--- src/rtl/paddle_input_ctrl.sv ---
// paddle_input_ctrl: debounced player / attract-mode autopilot arbitration of paddle move commands
module paddle_input_ctrl #(
  parameter int DEBOUNCE_FRAMES = 3,
  parameter int IDLE_FRAMES = 600,
  parameter int DEADBAND = 4
) (
  input  logic       clk,
  input  logic       Rst,
  input  logic       frame_pulse,
  input  logic       btn_left_raw,
  input  logic       btn_right_raw,
  input  logic [9:0] ball_x,
  input  logic [9:0] paddle_x,
  input  logic       demo_enable,
  output logic       button_left,
  output logic       button_right,
  output logic       attract_mode
);
  localparam logic [3:0] DB_MAX = 4'(DEBOUNCE_FRAMES - 1);
  localparam logic [9:0] IDLE_MAX = 10'(IDLE_FRAMES - 1);
  localparam logic [10:0] DZ = 11'(DEADBAND);
  typedef enum logic {PLAY, ATTRACT} state_t;
  state_t state, state_n;
  logic [1:0] sync_l, sync_r;
  logic deb_l, deb_r, deb_l_n, deb_r_n;
  logic [3:0] cnt_l, cnt_r, cnt_l_n, cnt_r_n;
  logic [9:0] idle, idle_n;
  logic [10:0] bx, px;
  logic press, ap_l, ap_r, pl_l, pl_r, bl_n, br_n, demo_exit;
  always_comb begin
    cnt_l_n = (sync_l[1] == deb_l || cnt_l == DB_MAX) ? 4'd0 : cnt_l + 4'd1;
    cnt_r_n = (sync_r[1] == deb_r || cnt_r == DB_MAX) ? 4'd0 : cnt_r + 4'd1;
    deb_l_n = (sync_l[1] != deb_l && cnt_l == DB_MAX) ? sync_l[1] : deb_l;
    deb_r_n = (sync_r[1] != deb_r && cnt_r == DB_MAX) ? sync_r[1] : deb_r;
    press = deb_l_n | deb_r_n;
    idle_n = press ? 10'd0 : (idle == IDLE_MAX ? idle : idle + 10'd1);
    pl_l = deb_l_n & ~deb_r_n;
    pl_r = deb_r_n & ~deb_l_n;
    bx = {1'b0, ball_x};
    px = {1'b0, paddle_x};
    ap_r = bx > px + DZ;
    ap_l = bx + DZ < px;
    demo_exit = (state == ATTRACT) && !demo_enable;
    state_n = (state == ATTRACT)
      ? ((demo_exit || (frame_pulse && press)) ? PLAY : ATTRACT)
      : ((frame_pulse && demo_enable && !press && idle == IDLE_MAX) ? ATTRACT : PLAY);
    bl_n = (state_n == ATTRACT) ? ap_l : pl_l;
    br_n = (state_n == ATTRACT) ? ap_r : pl_r;
  end
  always_ff @(posedge clk) begin
    if (Rst) begin
      sync_l <= '0;
      sync_r <= '0;
      deb_l <= 1'b0;
      deb_r <= 1'b0;
      cnt_l <= '0;
      cnt_r <= '0;
      idle <= '0;
      state <= PLAY;
      button_left <= 1'b0;
      button_right <= 1'b0;
    end else begin
      sync_l <= {sync_l[0], btn_left_raw};
      sync_r <= {sync_r[0], btn_right_raw};
      state <= state_n;
      if (frame_pulse) begin
        deb_l <= deb_l_n;
        deb_r <= deb_r_n;
        cnt_l <= cnt_l_n;
        cnt_r <= cnt_r_n;
        idle <= idle_n;
      end
      if (demo_exit) begin
        button_left <= 1'b0;
        button_right <= 1'b0;
      end else if (frame_pulse) begin
        button_left <= bl_n;
        button_right <= br_n;
      end
    end
  end
  assign attract_mode = (state == ATTRACT);
endmodule

--- config.mk ---
export PLATFORM = sky130hd
export DESIGN_NAME = paddle_input_ctrl
export DESIGN_NICKNAME = d
export VERILOG_FILES = /design/src/rtl/paddle_input_ctrl.sv
export SDC_FILE = /design/constraint.sdc
export NUM_CORES = 1
export LEC_CHECK = 0
export ABC_AREA = 1
export CORE_MARGIN = 10
export CORE_UTILIZATION = 30
export DETAILED_ROUTE_END_ITERATION = 10
export PLACE_DENSITY = 0.45
export SYNTH_ARGS = -nofsm -noshare
export SYNTH_HDL_FRONTEND = slang
export SYNTH_SLANG_ARGS = --single-unit
--- constraint.sdc ---
create_clock -name clk -period 3.2 [get_ports clk]
set_input_delay 0.96 -clock clk [delete_from_list [all_inputs] [get_ports clk]]
set_output_delay 0.96 -clock clk [all_outputs]
set_load 0.05 [all_outputs]
==> results.md <==
* Status: finished clean
* Leading cell types in the layout, fill and taps excluded: nand2_1 (54), inv_1 (46), nor2_1 (34)
* Met3 Use GR at 1.75%
* Clock network latency to the later pin of the worst-skew pair at 0.28 ns
* Layout overhead on the synthesized area at 24.0%
* Antenna Cells at 0
* TritonCTS buffer count at 3
* IR Drop Worst-Case VDD at 0.000152 V
* Yosys synthesis warning count at 0
* Total number of vias at 1969
* Share of layout cells above drive strength 1 at 16.5%
* Root Buffer Master: clkbuf_8
* Count of nets left with antenna violations after detail routing at 0
* Peak clock frequency supported by timing at 340 MHz
* Global-route usage over all layers at 9.40%
* HPWL after DPL at 4.17 mm
* Mapped Area at 2250 µm²
* Total gr overflow at 0
* Starting density of the core at 31.0%
* Wire length reported by the detailed router at about 5.1 mm
* Maximum number of pins on one net before global-route repair at 17
* Clock tree from TritonCTS: built
* Syn Nets at 366
* Largest fanout on the critical path at 3
* Required time reported for the critical path endpoint at 3.42 ns
* Worst clock skew at 0.00364 ns
* Wire length per cell at 11.1 µm
* Met2 demand-to-capacity share in global routing at between 15 and 20%
* Arrival time of data at the critical path endpoint at 3.16 ns
* H-tree levels at 1
* Number of antenna violations at the first check in global routing at 0
* Count of hold-fix buffers inserted at cts at 0
* Portion of the post-synthesis area used by sequential elements at 24.1%
* Count of endpoints failing setup in the final report at 0
* Number of placed cells counting well taps at 453
* # DRC at 0
* Die Width at between 100 and 150 µm
* DR pass1 iterations at 4
* Overall die height at 107 µm
* Number of global-route vias before repair at 1979
* Static leakage power at 1.24 nW
* Count of pins over their slew limit at 0
* Share of the synthesized area in the top cell type at 24.1%
* Minimum clock period after layout at 2.94 ns
* Post-synthesis instance total at approximately 320
* Clock transition at path regs at 0.10 ns
* Number of distinct standard cells referenced by the synthesized netlist at 31
* Number of max-cap violations at 0
* Slowest cell on crit path: clkdlybuf4s50_1
* Die Area at about 11000 µm²
* Final period util at between 90% and 100%
* Number of vias per cell after detailed routing at roughly 4.3
* Flops & latches, synth at 27
* Most frequent standard cell in the layout excluding fill and tap cells: nand2_1
* Utilization after layout at 38.4%
* Worst hold path type: register to register
* # clock sinks at 27
* Leading cell types by total area after synthesis: dfxtp_1 (24%), ha_1 (14%), nand2_1 (9.0%)
* Most used cell along the critical path: nand3_1
* Cell Count, Final, Fillers Out at 457
* Mean cell area of the mapped netlist at 7.13 µm²
* Type of element launching the critical path: primary input
* Number of violations reported at the end of detailed-routing iteration 0 at 90
* Actual transition at the worst max-transition pin at 0.529 ns
* Worst path cell trace: clkdlybuf4s50_1 > buf_4 > ha_1 > nand2_1 > nor2_1 > buf_4 > xor2_1 > ha_1 > nand2_1 > inv_1 > nand3_1 > nor2_1 > nand3_1 > nand3_1 > nand3_2 > a21oi_2
* GR Layer Usage met1 at 11.7%
* Unrepaired setup endpoints after global routing: false
* Final hold violation count at 0
* Busiest layer in global routing: met2
* Core Area at 7250 µm²
* First-pass GRT wire length at roughly 9 mm
* Final-stage net count at 410
* Largest stage delay on the critical path at 0.42 ns
* Accumulated negative setup slack at 0 ns
* Start-to-end type of the worst setup path: primary input to register
* Io pins at 29
* Power per standard cell area at 265 nW/µm²
* Dominant cell type by area after synthesis: dfxtp_1
* Number of cell rows at 31
* Max-slew headroom at around 65%
* Global placement routability congestion at 0.788
* Maximum clock path buffer count at 2
* Port Buf Inserts at 28
* CP endpoint kind: register
-- path summary, 6_finish.rpt --
check | startpoint | to | slack (ns) | depth (start not counted)
setup / recovery | paddle_x[2] | button_right | 0.26 | 16
hold / removal | sync_r[0] | sync_r[1] | 0.41 | 2
setup reg to reg | cnt_l[0] | idle[8] | 1.51 | 11
hold reg to reg | sync_r[0] | sync_r[1] | 0.41 | 2
-- cell usage after synthesis --
cell	count
and3_1	1
xor2_1	20
nand4_1	5
o21ai_1	2
buf_12	1
nand3b_1	1
or2_2	2
clkbuf_1	2
inv_4	1
ha_1	25
nand2_4	5
inv_1	46
inv_2	3
o21a_1	1
nand2_8	1
nand3b_2	1
nand3_1	22
nand2_1	54
a21oi_1	18
o21ai_0	6
nor2_2	1
nand3_2	3
a21oi_2	9
o21ai_2	1
nor2_1	34
nor3_1	8
nor2_4	3
nand2_2	9
buf_2	1
xnor2_1	2
dfxtp_1	27
-- state kept, by name (all words and copies together) (netlist names), 2 cells and up --
signal / flops
sync_l: 2
cnt_r: 4
cnt_l: 4
idle: 10
sync_r: 2
-- cell families (layout without fill, tap and decap cells) --
logic type      count (synthesis)  in the layout  synth area share, %
fa+ha+maj                      25             25                 13.9
xor+xnor                       22             22                 8.58
simple gates                  150            150                 33.5
compound gates                 37             37                 10.0
flops                          27             27                 24.1
buf+inv                        54             97                 9.92
-- through the flow --
stage	setup slack [ns]	area [µm²]	hold WS, ns	power, mW
after global routing	0.0859	2780	0.434	0.788
final	0.260	2780	0.408	0.738
after detailed placement	-0.0615	2730	0.394	0.542
after global placement	-0.0491	2730	0.395	0.543
after CTS	0.225	2780	0.410	0.754
after floorplan	0.637	2250	0.388	0.462
-- what timing repair did --
action                                  in CTS  in global routing
endpoints found under the setup margin       0                  1
buffers inserted                             0                  0
resized for setup                            0                  1
endpoints found under the hold margin        0                  0
-- metal layers --
metal	vias to the layer above	wire length (µm)
li1	1088	-
met1	845	2510
met2	32	2290
met3	4	217
met4	0	55
met5	-	0
-- worst max-delay path, delay by kind of cell --
kind | cells | cell delay, ns
buf+inv | 4 | 0.78
simple gates | 8 | 0.65
fa+ha+maj | 2 | 0.50
xor+xnor | 1 | 0.13
compound gates | 1 | 0.13
-- area by class of cell --
type / count / area (µm²)
Fill cell: 800 / 4470
Multi-Input combinational cell: 234 / 1490
Sequential cell: 27 / 541
Timing Repair Buffer: 43 / 393
Inverter: 50 / 190
Tap cell: 99 / 124
Clock buffer: 3 / 41.3
Clock inverter: 1 / 7.51
-- power breakdown --
part / internal (mW) / total [mW] / switching [mW]
clock: 0.0887 / 0.206 / 0.118
sequential: 0.343 / 0.349 / 0.00586
combinational: 0.0868 / 0.183 / 0.0959
total: 0.518 / 0.738 / 0.219
No activity file was read; power rests on OpenSTA's default activity.
